**src/rtl/wb_regfile.sv**
```systemverilog
// -----------------------------------------------------------------------------
// wb_regfile: Y86 write-back stage.
//
// This module holds the W pipeline register and commits valE/valM into a
// 15-entry register file. It also provides two combinational decode read
// ports, keeps the sticky processor status, and counts retired instructions.
//
// Optional feature macro: WB_BYPASS_EN
//   When defined, a read whose address matches a destination of the
//   instruction committing in this cycle returns the committing value.
//   The dstM match takes priority over the dstE match.
//   When undefined, reads return the array contents only.
//
// Ports
//   clk, rst            clock, synchronous active-high reset
//   m_valid..m_dstM     memory-stage results presented for capture
//   w_stall, w_bubble   W register hold / NOP insert (bubble wins)
//   rd_srcA/B -> rd_valA/B   decode read ports (ID 4'hF reads 0)
//   w_valid..w_dstM     W register contents
//   cpu_stat, halted    sticky status (AOK=1) and cpu_stat != AOK
//   retire_cnt          retired-instruction count (wraps)
// -----------------------------------------------------------------------------
module wb_regfile #(
   parameter int DATA_W = 32,
   parameter int CNT_W  = 32
) (
   input  logic              clk,
   input  logic              rst,
   input  logic              m_valid,
   input  logic [3:0]        m_icode,
   input  logic [3:0]        m_stat,
   input  logic [DATA_W-1:0] m_valE,
   input  logic [DATA_W-1:0] m_valM,
   input  logic [3:0]        m_dstE,
   input  logic [3:0]        m_dstM,
   input  logic              w_stall,
   input  logic              w_bubble,
   input  logic [3:0]        rd_srcA,
   input  logic [3:0]        rd_srcB,
   output logic [DATA_W-1:0] rd_valA,
   output logic [DATA_W-1:0] rd_valB,
   output logic              w_valid,
   output logic [3:0]        w_icode,
   output logic [3:0]        w_stat,
   output logic [DATA_W-1:0] w_valE,
   output logic [DATA_W-1:0] w_valM,
   output logic [3:0]        w_dstE,
   output logic [3:0]        w_dstM,
   output logic [3:0]        cpu_stat,
   output logic              halted,
   output logic [CNT_W-1:0]  retire_cnt
);

   localparam logic [3:0] STAT_AOK  = 4'h1;
   localparam logic [3:0] ICODE_NOP = 4'h1;
   localparam logic [3:0] REG_NONE  = 4'hF;

   logic              w_valid_q,  w_valid_d;
   logic [3:0]        w_icode_q,  w_icode_d;
   logic [3:0]        w_stat_q,   w_stat_d;
   logic [DATA_W-1:0] w_valE_q,   w_valE_d;
   logic [DATA_W-1:0] w_valM_q,   w_valM_d;
   logic [3:0]        w_dstE_q,   w_dstE_d;
   logic [3:0]        w_dstM_q,   w_dstM_d;
   logic              w_fresh_q,  w_fresh_d;
   logic [3:0]        cpu_stat_q, cpu_stat_d;
   logic [CNT_W-1:0]  retire_cnt_q, retire_cnt_d;
   logic [DATA_W-1:0] regs_q [0:14];
   logic [DATA_W-1:0] regs_d [0:14];

   logic halted_w;
   logic commit;
   logic fault;

   assign halted_w = (cpu_stat_q != STAT_AOK);

   // w_fresh marks the first cycle an entry sits in W. A stalled entry
   // therefore commits (or faults) only once.
   assign commit = w_fresh_q & w_valid_q & (w_stat_q == STAT_AOK) & ~halted_w;
   assign fault  = w_fresh_q & w_valid_q & (w_stat_q != STAT_AOK) & ~halted_w;

   always_comb begin
      w_valid_d    = w_valid_q;
      w_icode_d    = w_icode_q;
      w_stat_d     = w_stat_q;
      w_valE_d     = w_valE_q;
      w_valM_d     = w_valM_q;
      w_dstE_d     = w_dstE_q;
      w_dstM_d     = w_dstM_q;
      w_fresh_d    = 1'b0;
      cpu_stat_d   = cpu_stat_q;
      retire_cnt_d = retire_cnt_q;
      regs_d       = regs_q;

      if (w_bubble) begin
         w_valid_d = 1'b0;
         w_icode_d = ICODE_NOP;
         w_stat_d  = STAT_AOK;
         w_valE_d  = '0;
         w_valM_d  = '0;
         w_dstE_d  = REG_NONE;
         w_dstM_d  = REG_NONE;
      end else if (!w_stall) begin
         w_valid_d = m_valid;
         w_icode_d = m_icode;
         w_stat_d  = m_stat;
         w_valE_d  = m_valE;
         w_valM_d  = m_valM;
         w_dstE_d  = m_dstE;
         w_dstM_d  = m_dstM;
         w_fresh_d = m_valid;
      end

      // The valM write comes second so that it wins when both IDs match.
      if (commit) begin
         if (w_dstE_q != REG_NONE) regs_d[w_dstE_q] = w_valE_q;
         if (w_dstM_q != REG_NONE) regs_d[w_dstM_q] = w_valM_q;
         retire_cnt_d = retire_cnt_q + 1'b1;
      end

      if (fault) cpu_stat_d = w_stat_q;
   end

   function automatic logic [DATA_W-1:0] read_port(input logic [3:0] src);
      logic [DATA_W-1:0] val;
      val = '0;
      if (src != REG_NONE) begin
         val = regs_q[src];
`ifdef WB_BYPASS_EN
         if (commit && src == w_dstM_q)      val = w_valM_q;
         else if (commit && src == w_dstE_q) val = w_valE_q;
`endif
      end
      return val;
   endfunction

   always_comb begin
      rd_valA = read_port(rd_srcA);
      rd_valB = read_port(rd_srcB);
   end

   always_ff @(posedge clk) begin
      if (rst) begin
         w_valid_q    <= 1'b0;
         w_icode_q    <= ICODE_NOP;
         w_stat_q     <= STAT_AOK;
         w_valE_q     <= '0;
         w_valM_q     <= '0;
         w_dstE_q     <= REG_NONE;
         w_dstM_q     <= REG_NONE;
         w_fresh_q    <= 1'b0;
         cpu_stat_q   <= STAT_AOK;
         retire_cnt_q <= '0;
         for (int i = 0; i < 15; i++) regs_q[i] <= '0;
      end else begin
         w_valid_q    <= w_valid_d;
         w_icode_q    <= w_icode_d;
         w_stat_q     <= w_stat_d;
         w_valE_q     <= w_valE_d;
         w_valM_q     <= w_valM_d;
         w_dstE_q     <= w_dstE_d;
         w_dstM_q     <= w_dstM_d;
         w_fresh_q    <= w_fresh_d;
         cpu_stat_q   <= cpu_stat_d;
         retire_cnt_q <= retire_cnt_d;
         regs_q       <= regs_d;
      end
   end

   assign w_valid    = w_valid_q;
   assign w_icode    = w_icode_q;
   assign w_stat     = w_stat_q;
   assign w_valE     = w_valE_q;
   assign w_valM     = w_valM_q;
   assign w_dstE     = w_dstE_q;
   assign w_dstM     = w_dstM_q;
   assign cpu_stat   = cpu_stat_q;
   assign halted     = halted_w;
   assign retire_cnt = retire_cnt_q;

endmodule

```
**config.mk**
```make
export PLATFORM = sky130hd
export DESIGN_NAME = wb_regfile
export DESIGN_NICKNAME = d
export VERILOG_FILES = /design/src/rtl/wb_regfile.sv
export SDC_FILE = /design/constraint.sdc
export NUM_CORES = 2
export LEC_CHECK = 0
export CAP_MARGIN = 10
export CORE_MARGIN = 2
export CORE_UTILIZATION = 30
export DETAILED_ROUTE_END_ITERATION = 8
export GPL_TIMING_DRIVEN = 0
export PLACE_DENSITY = 0.49
export SETUP_SLACK_MARGIN = 0.3
export SYNTH_ARGS = -nofsm -noshare
export SYNTH_HDL_FRONTEND = slang
export SYNTH_SLANG_ARGS = --single-unit
```
**constraint.sdc**
```tcl
create_clock -name clk -period 3 [get_ports clk]
set_input_delay 0.6 -clock clk [delete_from_list [all_inputs] [get_ports clk]]
set_output_delay 0.6 -clock clk [all_outputs]
set_load 0.05 [all_outputs]
```
==> results.toml <==
[detailed_routing]
wl_met2_mm = 78.5
drt-pass1-iter-count = 6
wl_met3_mm = 18.8
drt_first_iter_violations = 4323
drc = 0
highest-signal-layer = "met5"
wl_mm = 183
via_per_inst = 6.02
drtAntennaViolNets = 0
drt-met1-wl_mm = 75.4
wl_per_cell_um = 31.5
vias = 34900

[yosys]
synth_seq_cells = 598
synth_top_flop_cell = "dfxtp_1"
synth_fp_nets = 3909
synthCells = 3815
synth.distinct_cells = 51
synth_edf_count = 0
seq_area_frac_synth = 0.351
yosysWarnings = 0
syn-cell-area_um2 = 34100
synthArstFlopShare = 0
synth_area_per_cell_um2 = 8.95

[worst_setup_path]
endpoint_kind = "primary output"
r2r_cells = 7
crit_fanout = 8
r2r-end = "regs_q[443]"
cp-start-kind = "input port"
worstPathArrival_ps = 2250
reg2reg_from = "w_dstM[1]"
ff2ff_setup_slack_ps = 280
startpoint = "rd_srcB[0]"
crit_type = "input port to primary output"
critical_path_required_ps = 2400
cp-endpoint = "rd_valB[30]"

[clock_network]
clock_latency_ps = 660
cts.sinks = 598
max-clock-path-buffers = 3
cts_tree = "done"
cts_root_buf = "clkbuf_16"
cts_htree_levels = 3
post_cts_hold_buffer_count = 0
cts_buffers = 75
clkSlewWorstSetupHoldPaths_ps = 50

[die]
die_y_um = 341
start_util = 0.303
rows = 123
dieWidth_um = 341
die_area_um2 = 116000
num_io_pins = 275
core_um2 = 113000

[sta]
holdWs_ps = 480
period_minus_slack_ps = 2850
finalWorstSetupSlack_ps = 152
drv_slew = 0
fmax_mhz = 351
worst_slew_pin_slew_ps = 1140
relSlewSlack = 0.238
hold_viol_final = 0
skew_ps = 28.0
grt_setup_unrepaired = "yes"
setup-violations-final = 0
fin_crit_sh = 0.949

[grt]
grt-ovfl-total = 0
grt_pass1_wl_mm = 253
grt_pass1_vias = 33000
grt_max_degree = 13
antenna_found_initial = 4
track_usage = 0.302

[run_status]
outcome = "finished, final reports clean"

[finish]
area_delta_synth_final_pct = 36.2
drive_gt1_frac = 0.253
nNetsFinal = 4332
stdcell_area_um2 = 46500
fin_util = 0.413
finalNonFillerCells = 5797

[pwr]
p_per_area_nw_per_um2 = 435
ir_worst_vdd_uv = 323
p_leak_nw = 15.6

[worst_hold_path]
hold_class = "flop to flop"

[flow_run]
drv_cap = 0

[placed_design]
dp.cells = 5593
hpwl_mm = 128
place_congestion = 0.944
dpl_cell_area_um2 = 39800
io_buffers = 267
pre_cts_ws_ps = -2330
cells by family after synthesis:
kind of cell    count (synthesis)  share of synthesized area
fa+ha+maj                       1                   0.000366
flops                         598                      0.351
compound gates                752                      0.180
buf+inv                       463                     0.0537
xor+xnor                        3                   0.000770
simple gates                 1437                      0.180
mux                           561                      0.235
stage by stage:
step	total power [mW]	setup TNS (ps)
final	20.2	0
after global placement	10.4	-389430
after detailed placement	10.4	-354430
after floorplan	9.45	0
after global routing	20.6	0
after CTS	20.1	0
layout make-up:
| type | instances | area [um2] |
|---|---|---|
| Timing Repair Buffer | 347 | 4030 |
| Buffer | 452 | 3120 |
| Clock buffer | 108 | 2160 |
| Clock inverter | 26 | 293 |
| Multi-Input combinational cell | 2754 | 22900 |
| Fill cell | 11200 | 66200 |
| Sequential cell | 598 | 12000 |
| Inverter | 10 | 37.5 |
| Antenna cell | 2 | 5.00 |
| Tap cell | 1500 | 1880 |
layout by cell type (no fill, tap or decap), types with 112 or more instances in the layout:
cell type,n
nand2_1,656
clkbuf_1,184
a211oi_1,155
dfxtp_1,541
a311oi_1,306
clkbuf_2,112
mux4_2,192
clkdlybuf4s50_1,167
mux2i_1,300
nor2_1,556
synthesized netlist by cell type (all sizes together), types with 4 or more instances:
library cell  count  share of area
buf              90          0.013
nand4            12         0.0022
nand3            22         0.0032
nand4bb           7         0.0023
or3              12         0.0022
a21oi           105          0.015
nand2b           17         0.0031
inv              10         0.0011
or4bb             6         0.0020
or4              22         0.0049
nor4bb            6         0.0018
a311oi          310          0.080
mux2              6         0.0020
o21bai            4        0.00088
or4b              9         0.0027
nor2b            73          0.013
a2111oi          15          0.012
nor4b             6         0.0017
o31ai            11         0.0024
mux2i           363           0.11
and3              5        0.00092
mux4            192           0.13
and4              4         0.0010
o21ai            10         0.0015
a21o             11         0.0024
nand2           657          0.072
nand4b            8         0.0021
dfxtp           598           0.35
clkbuf          363          0.040
nor4              8         0.0015
nor2            556          0.061
o2bb2ai          64          0.016
a211oi          219          0.048
per-layer routing:
| metal | up-vias | track usage |
|---|---|---|
| met3 | 454 | 0.0847 |
| met4 | 14 | 0.144 |
| met1 | 17500 | 0.400 |
| met5 | - | 0.0212 |
| met2 | 2061 | 0.449 |
| li1 | 14900 | - |
worst min-delay path by stage:
stage                startpoint  depth (start not counted)          end
finish              regs_q[126]                          2  regs_q[126]
global route        regs_q[318]                          2  regs_q[318]
CTS                 regs_q[126]                          2  regs_q[126]
detailed placement   w_icode[0]                          2   w_icode[0]
global placement    regs_q[126]                          2  regs_q[126]
floorplan           regs_q[158]                          2  regs_q[158]
what timing repair did:
| item | in CTS | in global routing |
|---|---|---|
| pin swaps | 85 | 52 |
| resized for setup | 1095 | 365 |
| endpoints found under the setup margin | 570 | 558 |
| buffers inserted | 38 | 17 |
| cloned | 8 | 5 |
power breakdown:
group | switching (mW) | internal, mW
Clock | 3.98 | 5.52
Sequential | 0.0943 | 7.98
Combinational | 1.71 | 0.945
flip-flops by register name (all words and copies together), names as in the netlist, 4 cells and up:
register / cells
cpu_stat: 4
regs_q: 480
retire_cnt: 32
w_dstE: 4
w_dstM: 4
w_icode: 4
w_stat: 4
w_valE: 32
w_valM: 32
critical path: stages:
cell and delay (ps):
buf_16 140, buf_16 160, buf_12 120, mux4_2 510, nor2b_4 160, a211oi_4 310, a21oi_4 70, buf_6 160
No activity file was read; power rests on OpenSTA's default activity.
